==> src/rtl/apx_pipe_adder_if.sv <==
// Operand/result handshake bundle for apx_pipe_adder.
// The master drives operands and out_ready; the slave is the adder.
interface apx_pipe_adder_if #(
  parameter int N = 8
);
  logic         in_valid;
  logic         in_ready;
  logic [N-1:0] A;
  logic [N-1:0] B;
  logic         approx_en;
  logic         out_valid;
  logic         out_ready;
  logic [N-1:0] sum;
  logic         cout;

  modport master (
    output in_valid, A, B, approx_en, out_ready,
    input  in_ready, out_valid, sum, cout
  );

  modport slave (
    input  in_valid, A, B, approx_en, out_ready,
    output in_ready, out_valid, sum, cout
  );
endinterface

==> src/rtl/apx_pipe_adder.sv <==
// S-stage pipelined lower-part-OR approximate adder (K OR-ed LSBs, exact upper part).
// Optional macro APX_ERR_STATS_EN adds an exact-sum shadow pipe and error statistics.
module apx_pipe_adder #(
  parameter int N = 8,
  parameter int K = 4,
  parameter int S = 2
) (
  input  logic                 clk,
  input  logic                 rst,
  apx_pipe_adder_if.slave      bus,
  input  logic                 stat_clr,
  output logic [15:0]          err_cnt,
  output logic [31:0]          err_sum
);

  // LOW_TOP marks bit K-1, the source of the carry into the exact part (zero when K=0).
  localparam logic [N-1:0] LOW_MASK = {N{1'b1}} >> (N - K);
  localparam logic [N-1:0] LOW_TOP  = LOW_MASK ^ (LOW_MASK >> 1);

  logic         advance_s;
  logic         carry_in_s;
  logic [N:0]   exact_s;
  logic [N:0]   approx_hi_s;
  logic [N:0]   result_s;
  logic [S-1:0] valid_r;
  logic [N:0]   res_r [S];

  // Stage-0 arithmetic: exact sum and approximate sum, chosen by approx_en.
  always_comb begin
    carry_in_s  = |(bus.A & bus.B & LOW_TOP);
    exact_s     = {1'b0, bus.A} + {1'b0, bus.B};
    approx_hi_s = {1'b0, bus.A & ~LOW_MASK} + {1'b0, bus.B & ~LOW_MASK}
                + ((N+1)'(carry_in_s) << K);
    if (bus.approx_en) begin
      result_s = approx_hi_s | {1'b0, (bus.A | bus.B) & LOW_MASK};
    end else begin
      result_s = exact_s;
    end
  end

  assign advance_s     = !valid_r[S-1] | bus.out_ready;
  assign bus.in_ready  = advance_s;
  assign bus.out_valid = valid_r[S-1];
  assign bus.sum       = res_r[S-1][N-1:0];
  assign bus.cout      = res_r[S-1][N];

  // Result pipeline: everything shifts together on advance, bubbles included.
  always_ff @(posedge clk) begin
    if (rst) begin
      valid_r <= {S{1'b0}};
      for (int i = 0; i < S; i++) begin
        res_r[i] <= {(N+1){1'b0}};
      end
    end else if (advance_s) begin
      valid_r[0] <= bus.in_valid;
      res_r[0]   <= result_s;
      for (int i = 1; i < S; i++) begin
        valid_r[i] <= valid_r[i-1];
        res_r[i]   <= res_r[i-1];
      end
    end
  end

`ifdef APX_ERR_STATS_EN
  logic [N:0]  exact_r [S];
  logic [15:0] err_cnt_r;
  logic [31:0] err_sum_r;
  logic        out_xfer_s;
  logic        mismatch_s;
  logic [N:0]  dist_s;
  logic [32:0] sum_next_s;

  // Shadow pipe carrying the exact sum alongside each result.
  always_ff @(posedge clk) begin
    if (rst) begin
      for (int i = 0; i < S; i++) begin
        exact_r[i] <= {(N+1){1'b0}};
      end
    end else if (advance_s) begin
      exact_r[0] <= exact_s;
      for (int i = 1; i < S; i++) begin
        exact_r[i] <= exact_r[i-1];
      end
    end
  end

  // Error distance of the result currently at the output.
  always_comb begin
    out_xfer_s = valid_r[S-1] & bus.out_ready;
    mismatch_s = exact_r[S-1] != res_r[S-1];
    if (exact_r[S-1] >= res_r[S-1]) begin
      dist_s = exact_r[S-1] - res_r[S-1];
    end else begin
      dist_s = res_r[S-1] - exact_r[S-1];
    end
    sum_next_s = {1'b0, err_sum_r} + 33'(dist_s);
  end

  // Saturating statistics; a clear beats a concurrent output transfer.
  always_ff @(posedge clk) begin
    if (rst || stat_clr) begin
      err_cnt_r <= 16'h0000;
      err_sum_r <= 32'h0000_0000;
    end else if (out_xfer_s && mismatch_s) begin
      if (err_cnt_r != 16'hFFFF) begin
        err_cnt_r <= err_cnt_r + 16'd1;
      end
      err_sum_r <= sum_next_s[32] ? 32'hFFFF_FFFF : sum_next_s[31:0];
    end
  end

  assign err_cnt = err_cnt_r;
  assign err_sum = err_sum_r;
`else
  logic stat_clr_unused_s;
  assign stat_clr_unused_s = stat_clr;
  assign err_cnt           = 16'h0000;
  assign err_sum           = 32'h0000_0000;
`endif

endmodule

==> src/flat_wrapper.sv <==
// flat-port wrapper written by rule: the top's interface ports become plain ports
module apx_pipe_adder_flat 
#(
  parameter int N = 8,
  parameter int K = 4,
  parameter int S = 2
)
  (clk, rst, stat_clr, err_cnt, err_sum, bus_in_valid, bus_A, bus_B, bus_approx_en, bus_out_ready, bus_in_ready, bus_out_valid, bus_sum, bus_cout);
  apx_pipe_adder_if #(.N(N)) bus_i ();
  input  logic clk;
  input  logic rst;
  input  logic stat_clr;
  output logic [15:0] err_cnt;
  output logic [31:0] err_sum;
  input wire logic [$bits(bus_i.in_valid)-1:0] bus_in_valid;
  input wire logic [$bits(bus_i.A)-1:0] bus_A;
  input wire logic [$bits(bus_i.B)-1:0] bus_B;
  input wire logic [$bits(bus_i.approx_en)-1:0] bus_approx_en;
  input wire logic [$bits(bus_i.out_ready)-1:0] bus_out_ready;
  output wire logic [$bits(bus_i.in_ready)-1:0] bus_in_ready;
  output wire logic [$bits(bus_i.out_valid)-1:0] bus_out_valid;
  output wire logic [$bits(bus_i.sum)-1:0] bus_sum;
  output wire logic [$bits(bus_i.cout)-1:0] bus_cout;
  assign bus_i.in_valid = bus_in_valid;
  assign bus_i.A = bus_A;
  assign bus_i.B = bus_B;
  assign bus_i.approx_en = bus_approx_en;
  assign bus_i.out_ready = bus_out_ready;
  assign bus_in_ready = bus_i.in_ready;
  assign bus_out_valid = bus_i.out_valid;
  assign bus_sum = bus_i.sum;
  assign bus_cout = bus_i.cout;
  apx_pipe_adder #(.N(N), .K(K), .S(S)) u_core (.clk(clk), .rst(rst), .bus(bus_i), .stat_clr(stat_clr), .err_cnt(err_cnt), .err_sum(err_sum));
endmodule
==> config.mk <==
export PLATFORM = sky130hd
export DESIGN_NAME = apx_pipe_adder_flat
export DESIGN_NICKNAME = d
export VERILOG_FILES = /design/src/rtl/apx_pipe_adder_if.sv /design/src/rtl/apx_pipe_adder.sv /design/src/flat_wrapper.sv
export SDC_FILE = /design/constraint.sdc
export NUM_CORES = 1
export LEC_CHECK = 0
export ABC_CLOCK_PERIOD_IN_PS = 4950
export CORE_ASPECT_RATIO = 1.2
export CORE_MARGIN = 3
export CORE_UTILIZATION = 46
export DETAILED_ROUTE_END_ITERATION = 6
export GPL_TIMING_DRIVEN = 1
export HOLD_SLACK_MARGIN = 0.02
export PLACE_DENSITY = 0.87
export SYNTH_ARGS = -nofsm -noshare
export SYNTH_HDL_FRONTEND = slang
export SYNTH_SLANG_ARGS = --single-unit
==> constraint.sdc <==
create_clock -name clk -period 4.95 [get_ports clk]
set_input_delay 0.7425 -clock clk [delete_from_list [all_inputs] [get_ports clk]]
set_output_delay 0.7425 -clock clk [all_outputs]
set_load 0.02 [all_outputs]
# == After elaboration in Yosys (flattened, before gate mapping) ==
# Memories as Yosys holds them, arrays and structs flattened.
# Cells that the tools add are included.
# totals
register_bits,2
ramBits,18
input_bits,22
out_inout_bits,59
wordCells,20
n_memories,1
# classes
n_addsub,3
muxes,8
bitwise,6
n_reduce_logical,1
# mem_list
name,depth,width,rd,rd_clocked_by_memory_dff,write_ports,line,text
u_core.res_r,2,9,2,0,2,apx_pipe_adder.sv:26,logic [N:0] res_r [S];
# op_table
operator,n
9-bit 2-to-1 mux,3
8-bit by 8-bit adder with 9-bit output,2
9-bit by 5-bit adder with 9-bit output,1
9-bit by 4-bit bitwise OR with 9-bit output,1
1-bit 2-to-1 mux,5
4-bit AND,1
4-bit bitwise OR,1
1-bit bitwise OR,3
1-bit logical NOT,1

# == Depth between registers and ports, before layout ==
# logic_depth
ltp_word,6
ltp_mapped,7
ltp_nobuf,7

# == Worst setup path before layout ==
# OpenSTA, ideal clock, no wires.
# synth_timing
path_type,in2reg
start,input bus_B[3]
end,"memory u_core.res_r[0][6] (netlist bit), data pin"
setup_ns,0.261
arrival_time_ns,2.355
t_required_ns,4.689
setup_slack_ns,2.334
cell_stages,7
path_buffers,0
path_cell_list,ha_1 > fa_1 > and2_1 > fa_1 > and2_1 > o21ai_0 > nand3_1
# synth_rtl
element,line,text
start: declaration,flat_wrapper.sv:17,input wire logic [$bits(bus_i.B)-1:0] bus_B;
end: declaration,apx_pipe_adder.sv:26,

==> run_results.csv <==
group,metric,value,unit
placed_design,dp_slack,1.748,ns
sta,period_share,58.98,%
sta,max_freq,342.5,MHz
yosys,syn_avg_cell_area,9.923,um^2
sta,tns,0,ns
yosys,async_reset_ff_share,0,%
clocking,cts_post_setup_buffers_inserted,0,
yosys,synthesis.area,1856,um^2
global_routing,grt_first_pass_wirelength,3967,um
sta,finalHoldViolCount,0,
yosys,synth_top_area_share,29.13,%
placed_design,portBuffers,31,
hold_path,worstHoldPathType,"reg2reg",
setup_path,path_buf_inv,1,
global_routing,grt_util_met2,20.78,%
yosys,synth_flop_cell,"edfxtp_1",
clocking,cts.sink_count,20,
yosys,synth.area.top_cells,"edfxtp_1 29%, buf_4 23%, ha_1 9.4%, fa_1 5.4%, and2_1 3.7%",
clocking,holdBufCountCts,0,
placed_design,place_congestion,0.8383,
yosys,seq_area_frac_synth,31.29,%
clocking,cts_tree,"built",
sta,drv_slew,0,
floorplanning,num_rows,24,
yosys,yosysTopAreaCell,"edfxtp_1",
global_routing,gr-usage-met3,0.8850,%
setup_path,arrival,2.92,ns
setup_path,critPathTopFamily,"adder cells",
yosys,netlist_instances,187,
global_routing,busiest_layer,"met2",
clocking,cts_max_level,1,
final_layout,antenna-diode-count,0,
setup_path,endpoint_kind,"flop",
placed_design,placed_area,1951,um^2
global_routing,met1_usage,10.50,%
floorplanning,die_w,63.98,um
floorplanning,start_util,49.43,%
clocking,cts_resized,0,
sta,period_needed,2.919,ns
pwr,vdd.ir_drop.worst,108.8,uV
run,drv_cap,0,
global_routing,track_usage,10.29,%
clocking,root_buffer,"clkbuf_8",
global_routing,grt_pass1_vias,963,
setup_path,r2r_start,"u_core.valid_r[1]$_SDFFE_PP0P_",
final_layout,drive_gt1_share,3.365,%
sta,fin_ws,2.031,ns
status,status,"finished clean",
final_layout,fin_nets,250,
detailed_routing,dr.pass1.iters,5,
detailed_routing,drcViolationCount,0,
hold_path,min_path_cells,2,
detailed_routing,num_vias,1174,
sta,rsz0062_at_grt,"no",
setup_path,critPathKind,"in2reg",
final_layout,fin_area,2022,um^2
setup_path,crit_path_cell_trace,"clkdlybuf4s50_1 -> ha_1 -> fa_1 -> and2_1 -> fa_1 -> and2_1 -> o21ai_0 -> nand3_1",
clocking,clkTransAtPathRegs,0.07,ns
setup_path,r2r_cells,4,
hold_path,worstHoldEndpoint,"u_core.valid_r[1]$_SDFFE_PP0P_",
sta,finClkSkew,0.008319,ns
final_layout,syn_to_final_growth,8.968,%
global_routing,grt-ovfl-total,0,
yosys,synth_edf_count,18,
yosys,synth_cell_types,47,
global_routing,grt_start_max_net_pins,21,
clocking,clk_latency,0.25,ns
detailed_routing,vias_per_cell,4.515,
hold_path,worst_hold_startpoint,"u_core.valid_r[0]$_SDFFE_PP0P_",
detailed_routing,drt_wl_total,2598,um
setup_path,r2r_setup_slack,3.52,ns
setup_path,slowest_stage,"fa_1",
detailed_routing,postRouteAntennaNets,0,
clocking,cts_buffer_depth,2,
setup_path,crit_fanout,5,
detailed_routing,wire_per_inst,9.992,um
sta,setup_viol,0,
pwr,power.density,254.6,nW/um^2
detailed_routing,first_iter_violations,23,
yosys,synth_warnings,0,
placed_design,dp_hpwl,2189,um
pwr,p_leak,0.9251,nW
sta,relSlewSlack,54.18,%
floorplanning,dieArea,4835,um^2
floorplanning,die_h,75.58,um
floorplanning,num_io_pins,81,
setup_path,reg2reg_to,"u_core.res_r[0][3]$_SDFFCE_PN0P_",
setup_path,max_stage_delay,0.46,ns
floorplanning,core-area,3754,um^2
sta,tightest_slew,0.6874,ns
global_routing,antenna_found_initial,0,
setup_path,required,4.95,ns
clocking,cts-buffers-inserted,3,
yosys,ys_ff_latch,20,
setup_path,cp-start-kind,"primary input",
cells by family after synthesis:
group,Yosys count,share of synthesized area (%)
xor gates and xnor gates,3,1.416
buffers and inverters,73,27.04
and+or+nand+nor,42,13.42
adders and majority gates,19,14.84
muxes,4,2.225
DFF,20,31.29
AOI/OAI and AO/OA,25,9.576
other,1,0.2021
tightest hold or removal path: stages, from the launching register on:
cell,delay (ns)
dfxtp_1,0.34
nor2_1,0.05
nor2_1,0.07
Yosys cell counts, types with 2 or more instances:
master / instances
a211oi_1: 4
xor2_1: 2
and2_1: 11
nand2_1: 2
buf_4: 56
mux2i_1: 3
edfxtp_1: 18
nand3_1: 3
nor2_1: 9
inv_1: 12
a21oi_1: 6
o31ai_1: 2
nor3_1: 2
ha_1: 14
dfxtp_1: 2
nor3b_1: 2
buf_6: 2
buf_2: 2
fa_1: 5
o21ai_0: 3
metal layers:
metal	vias to the layer above	share of wire [%]
met5	-	0
met1	529	36
met4	0	1.3
met2	68	53
li1	575	-
met3	2	9.2
worst max path at each step:
stage,from,to,slack [ns],depth (start not counted)
floorplan,bus_B[3],u_core.res_r[0][6]$_SDFFCE_PN0P_,2.33,7
global placement,bus_B[3],u_core.res_r[0][6]$_SDFFCE_PN0P_,1.77,8
detailed placement,bus_B[3],u_core.res_r[0][6]$_SDFFCE_PN0P_,1.75,8
CTS,bus_B[3],u_core.res_r[0][6]$_SDFFCE_PN0P_,2.02,8
global route,bus_B[3],u_core.res_r[0][6]$_SDFFCE_PN0P_,1.85,8
finish,bus_B[3],u_core.res_r[0][6]$_SDFFCE_PN0P_,2.03,8
state kept, by name (all words and copies together) (netlist names):
| name | flops |
|---|---|
| u_core.valid_r | 2 |
| u_core.res_r | 18 |
placed cells by master, fill, tap and decap left out, types with 4 or more instances in the layout:
cell type        netlist  routed
conb_1                 1      48
clkdlybuf4s50_1        0      31
edfxtp_1              18      18
ha_1                  14      14
inv_1                 12      12
and2_1                11      11
nor2_1                 9       9
a21oi_1                6       6
fa_1                   5       5
a211oi_1               4       4
stage by stage:
step                      utilization, %  hold slack, ns  total power, mW  std cells
after floorplan                        -          0.4401           0.3542        234
after global placement             51.97          0.4520           0.3574        256
after detailed placement           51.97          0.4712           0.3617        256
after CTS                          53.87          0.4889           0.5188        260
after global routing               53.87          0.5344           0.5432        260
final                              53.87          0.4863           0.5147        260
final cells by class:
class / count / area (um^2)
fillers: 364 / 1732
multi-input cells: 141 / 949.7
flip-flops and latches: 20 / 580.6
repair buffers: 31 / 310.3
well taps: 52 / 65.06
inverters: 12 / 45.04
clock buffers: 3 / 41.29
clock inverters: 1 / 30.03
report_power, final:
part | switching (mW) | internal (mW)
Clock | 0.0488 | 0.108
Combinational | 0.0920 | 0.0602
Sequential | 0.00333 | 0.203
Total | 0.144 | 0.371
(Power assumes the default switching activity.)
==> patch 1: new RTL, same settings <==
`S` is set to 2 in 2 places; all go to 8.
--- a/src/rtl/apx_pipe_adder.sv
+++ b/src/rtl/apx_pipe_adder.sv
@@ -4,5 +4,5 @@
   parameter int N = 8,
   parameter int K = 4,
-  parameter int S = 2
+  parameter int S = 8
 ) (
   input  logic                 clk,
--- a/src/flat_wrapper.sv
+++ b/src/flat_wrapper.sv
@@ -4,5 +4,5 @@
   parameter int N = 8,
   parameter int K = 4,
-  parameter int S = 2
+  parameter int S = 8
 )
   (clk, rst, stat_clr, err_cnt, err_sum, bus_in_valid, bus_A, bus_B, bus_approx_en, bus_out_ready, bus_in_ready, bus_out_valid, bus_sum, bus_cout);
Check against the original RTL: not equivalent (a bounded check fails within 4 cycles, from zero or initial values and one cycle with rst high).
==> patch 1 against the original RTL <==
Combinational power is 8% lower; sequential cell count is 60 higher; final cell count is 80% higher; die area is 110% higher; final area is 120% higher; total power is 150% higher; area after synthesis is 120% higher; wire length is 100% higher; register-to-register slack worse by 0.45 ns; setup slack better by 0.023 ns; non-clock buffer count is 3 higher; worst hold slack worse by 0.029 ns; via count is 84% higher; highest routed layer unchanged.
==> patch 1: results (changes against the original RTL) <==
\begin{tabular}{lr}
\hline
Metric & Value \\
\hline
\multicolumn{2}{l}{\textbf{Outcome}} \\
\quad Outcome & completed \\
\multicolumn{2}{l}{\textbf{Setup path}} \\
\quad Cell at the slowest stage of the critical path & sky130\_fd\_sc\_hd\_\_clkdlybuf4s50\_1 \\
\quad Arrival time of the worst setup path & 2.15 ns (-0.77 ns) \\
\quad CP max stage delay & 0.55 ns (+0.09 ns) \\
\quad Cell family with the largest share of critical-path delay & buffers and inverters \\
\multicolumn{2}{l}{\textbf{Placed design}} \\
\quad Post-DP HPWL & 3.669 mm (+68\%) \\
\quad Placed instance area & 0.004227 mm\^{}2 (+120\%) \\
\quad GP Congestion & 0.7852 (-6.3\%) \\
\quad Pre-CTS WS & 1.726 ns (-0.02163 ns) \\
\multicolumn{2}{l}{\textbf{Finish}} \\
\quad Number of nets in the final layout & 392 (+57\%) \\
\quad Largest registers & u\_core.res\_r (72), u\_core.valid\_r (8) \\
\multicolumn{2}{l}{\textbf{Clock tree}} \\
\quad Number of buffers created by CTS & 9 (+6) \\
\quad Clock latency of the later-clocked register in the worst-skew pair & 0.34 ns (+0.09 ns) \\
\quad Number of levels the H-tree was split into & 3 (+2) \\
\multicolumn{2}{l}{\textbf{Global routing}} \\
\quad Global-route wire length before repair & 8.328 mm (+110\%) \\
\quad Overall Global Routing Usage & 0.1063 (+0.003391) \\
\quad Largest net degree at the start of global routing & 50 (+140\%) \\
\multicolumn{2}{l}{\textbf{Logic synthesis}} \\
\quad Number of different library cells in the post-synthesis netlist & 49 (+4.3\%) \\
\quad Cells taking the most area after synthesis & sky130\_fd\_sc\_hd\_\_edfxtp\_1 53\%, sky130\_fd\_sc\_hd\_\_buf\_4 11\%, sky130\_fd\_sc\_hd\_\_and2\_1 7.2\% \\
\quad Most frequent cells after synthesis & 72 x sky130\_fd\_sc\_hd\_\_edfxtp\_1, 57 x sky130\_fd\_sc\_hd\_\_buf\_4, 47 x sky130\_fd\_sc\_hd\_\_and2\_1 \\
\quad Number of enable flip-flop cells after synthesis & 72 (+54) \\
\quad Part of the Yosys area used for sequential elements & 0.5713 (+0.2584) \\
\multicolumn{2}{l}{\textbf{Route}} \\
\quad Total iterations of the first detailed-routing run & 4 (-1) \\
\quad Average wire per standard cell & 11.25 um (+13\%) \\
\quad Via-to-Cell Ratio & 4.607 (+2.0\%) \\
\multicolumn{2}{l}{\textbf{STA}} \\
\quad Clock Skew & 0.004612 ns (-0.003708 ns) \\
\multicolumn{2}{l}{\textbf{Power}} \\
\quad Leakage & 1.858 nW (+100\%) \\
\quad Maximum VDD drop & 0.1330 mV (+22\%) \\
\hline
\end{tabular}
-- patch 1: cell count changes after synthesis, sizes merged, moves of 6 or more --
cell | unedited run | this run
a21oi | 6 | 13
and2 | 11 | 47
clkbuf | 1 | 7
dfxtp | 2 | 8
edfxtp | 18 | 72
nand2 | 2 | 16
nor2b | 2 | 21
-- patch 1: final timing paths --
kind,from,end,slack [ns],cells past startpoint
setup reg to reg,u_core.valid_r[7],u_core.res_r[0][33],3.07,3
hold / removal,u_core.valid_r[2],u_core.valid_r[2],0.46,2
setup / recovery,bus_out_ready,bus_in_ready,2.05,4
hold reg to reg,u_core.valid_r[2],u_core.valid_r[2],0.46,2
-- patch 1: layout make-up --
class                           count  area [um^2]
Clock buffer                       12        135.1
Clock inverter                      2        8.758
Fill cell                         746         4008
Inverter                           12        50.05
Multi-Input combinational cell    214         1379
Sequential cell                    80         2322
Tap cell                          114        142.6
Timing Repair Buffer               34        332.8
-- patch 1: worst register-to-register path, stage by stage (launching register included) --
cell	delay, ns
sky130_fd_sc_hd__dfxtp_1	0.33
sky130_fd_sc_hd__nor2b_4	0.36
sky130_fd_sc_hd__nand2b_2	0.50
sky130_fd_sc_hd__buf_4	0.42
-- patch 1: power breakdown --
part	leakage [nW]	switching [W]	internal, W	total (W)
clock network	0.0737	0.000199	0.000175	0.000374
registers	0.939	0.00000477	0.000753	0.000758
logic	0.845	0.0000871	0.0000531	0.000140
-- patch 1: metrics by stage --
stage,power [W],std cells
after floorplan,0.0009072,375
after global placement,0.0009043,454
after detailed placement,0.0009123,454
after CTS,0.001288,468
after global routing,0.001335,468
final,0.001272,468
-- patch 1: kinds of logic (layout without fill, tap and decap cells) --
kind of cell	count (synthesis)	count (layout)	share of synthesized area
xor+xnor	3	3	0.006465
other cells	1	48	0.0009225
compound gates	32	32	0.05233
buf+inv	81	60	0.1336
fa+ha+maj	19	19	0.06771
simple gates	109	109	0.1601
flops	80	80	0.5713
mux	3	3	0.007695
-- patch 1: routing by layer --
layer / routed length [um] / GRT usage / vias to the layer above
met4: 133 / 0.05520 / 0
met3: 261 / 0.04072 / 13
met2: 2820 / 0.1869 / 56
li1: - / - / 1062
met1: 2048 / 0.1105 / 1025
met5: 0 / 0 / -
==> patch 2: new RTL, config.mk and constraints unchanged <==
Made on the original files. The option `APX_ERR_STATS_EN` is turned on by a define.
--- a/src/rtl/apx_pipe_adder.sv
+++ b/src/rtl/apx_pipe_adder.sv
@@ -1,4 +1,6 @@
 // S-stage pipelined lower-part-OR approximate adder (K OR-ed LSBs, exact upper part).
 // Optional macro APX_ERR_STATS_EN adds an exact-sum shadow pipe and error statistics.
+`define APX_ERR_STATS_EN
+
 module apx_pipe_adder #(
   parameter int N = 8,
Function: changed (a bounded check fails within 4 cycles, from zero or initial values and one cycle with rst high).
==> patch 2 against the original RTL <==
Critical path depth is 7 higher; sequential cell count rose by 66; final cell count grew to 3.2 times the old value; total power rose to 4.1 times the old value; final area grew to 3.3 times the old value; die area increased to 2.8 times the old value; worst hold slack worse by 0.015 ns; wire length rose to 4.7 times the old value; area after synthesis grew to 3.0 times the old value; setup slack worse by 1.6 ns.
==> patch 2: results (changes against the original RTL) <==
\begin{tabular}{lr}
\hline
Metric & Value \\
\hline
\multicolumn{2}{l}{\textbf{Outcome}} \\
\quad Outcome & completed \\
\multicolumn{2}{l}{\textbf{Finish}} \\
\quad Number of filler cells placed in the layout & 970 (+170\%) \\
\quad Count of placed standard cells in the final layout, fillers left out & 827 (+220\%) \\
\quad Share of post-route cells with drive strength above 1 & 0.05224 (+0.01858) \\
\multicolumn{2}{l}{\textbf{Global routing}} \\
\quad M2 GR Usage & 0.3352 (+0.1274) \\
\quad Vias in the first global route & 4432 (+360\%) \\
\quad Overall Global Routing Usage & 0.1867 (+0.08378) \\
\quad Global-route wire length before repair & 20.50 mm (+420\%) \\
\multicolumn{2}{l}{\textbf{Logic synthesis}} \\
\quad Parity-gate share of the synthesized area counting xor and xnor cells & 0.07298 (+0.05882) \\
\quad Number of different library cells in the post-synthesis netlist & 54 (+15\%) \\
\quad Number of enable flip-flop cells after synthesis & 36 (+18) \\
\quad Mux contribution to synthesized area & 0.02992 (+0.007666) \\
\quad Synth Area in Adders & 0.1242 (-0.02414) \\
\quad Cells taking the most area after synthesis & sky130\_fd\_sc\_hd\_\_edfxtp\_1 20\%, sky130\_fd\_sc\_hd\_\_dfxtp\_1 18\%, sky130\_fd\_sc\_hd\_\_ha\_1 9.5\% \\
\quad Dominant synthesized flop cell & sky130\_fd\_sc\_hd\_\_dfxtp\_1 \\
\multicolumn{2}{l}{\textbf{Power}} \\
\quad Leakage & 2.552 nW (+180\%) \\
\quad Maximum VDD drop & 0.2396 mV (+120\%) \\
\multicolumn{2}{l}{\textbf{Clock tree}} \\
\quad Clock latency of the later-clocked register in the worst-skew pair & 0.34 ns (+0.09 ns) \\
\quad Clock tree root driver cell & sky130\_fd\_sc\_hd\_\_clkbuf\_16 \\
\quad Number of buffers created by CTS & 9 (+6) \\
\multicolumn{2}{l}{\textbf{Setup path}} \\
\quad Arrival time of the worst setup path & 4.77 ns (+1.85 ns) \\
\quad Critical-path maximum fanout & 9 (+4) \\
\multicolumn{2}{l}{\textbf{Route}} \\
\quad Wire length on met2 & 6.352 mm (+360\%) \\
\multicolumn{2}{l}{\textbf{Placed design}} \\
\quad GP Congestion & 0.9010 (+7.5\%) \\
\multicolumn{2}{l}{\textbf{STA}} \\
\quad Worst-Margin Slew & 0.9890 ns (+0.3016 ns) \\
\hline
\end{tabular}
## patch 2: worst max-delay path: cells and delay by family, from the launching register on
| kind | cells | cell delay (ns) |
|---|---|---|
| buffers and inverters | 2 | 0.13 |
| DFF | 1 | 0.40 |
| muxes | 1 | 0.28 |
| and+or+nand+nor | 4 | 1.07 |
| AOI/OAI and AO/OA | 6 | 1.67 |
| adders and majority gates | 2 | 0.87 |
## patch 2: kinds of logic (layout without fill, tap and decap cells)
family	Yosys count	count (layout)
buffers and inverters	76	143
XOR/XNOR	46	46
adder cells (fa/ha/maj)	50	50
AO/OA/AOI/OAI	110	110
flip-flops	86	86
AND/OR/NAND/NOR	219	219
multiplexers	16	16
## patch 2: power breakdown
part	internal (W)	switching (W)	total, W
logic	0.000264	0.000330	0.000594
clock network	0.000398	0.000304	0.000702
registers	0.000778	0.0000165	0.000795
## patch 2: area by class of cell
| cell class | count | area [um^2] | share of cell area |
|---|---|---|---|
| inverters | 45 | 168.9 | 0.02532 |
| multi-input cells | 441 | 3103 | 0.4651 |
| clock inverters | 7 | 80.08 | 0.01200 |
| well taps | 157 | 196.4 | 0.02944 |
| clock buffers | 9 | 225.2 | 0.03376 |
| flip-flops and latches | 86 | 2082 | 0.3121 |
| repair buffers | 82 | 815.8 | 0.1223 |
## patch 2: final timing paths
path                        from                 to  slack [ns]  cells past startpoint
min            u_core.valid_r[0]  u_core.valid_r[0]        0.47                      2
max          u_core.res_r[0][13]  u_core.err_sum[9]        0.44                     15
min reg2reg    u_core.valid_r[0]  u_core.valid_r[0]        0.47                      2
max reg2reg  u_core.res_r[0][13]  u_core.err_sum[9]        0.44                     15
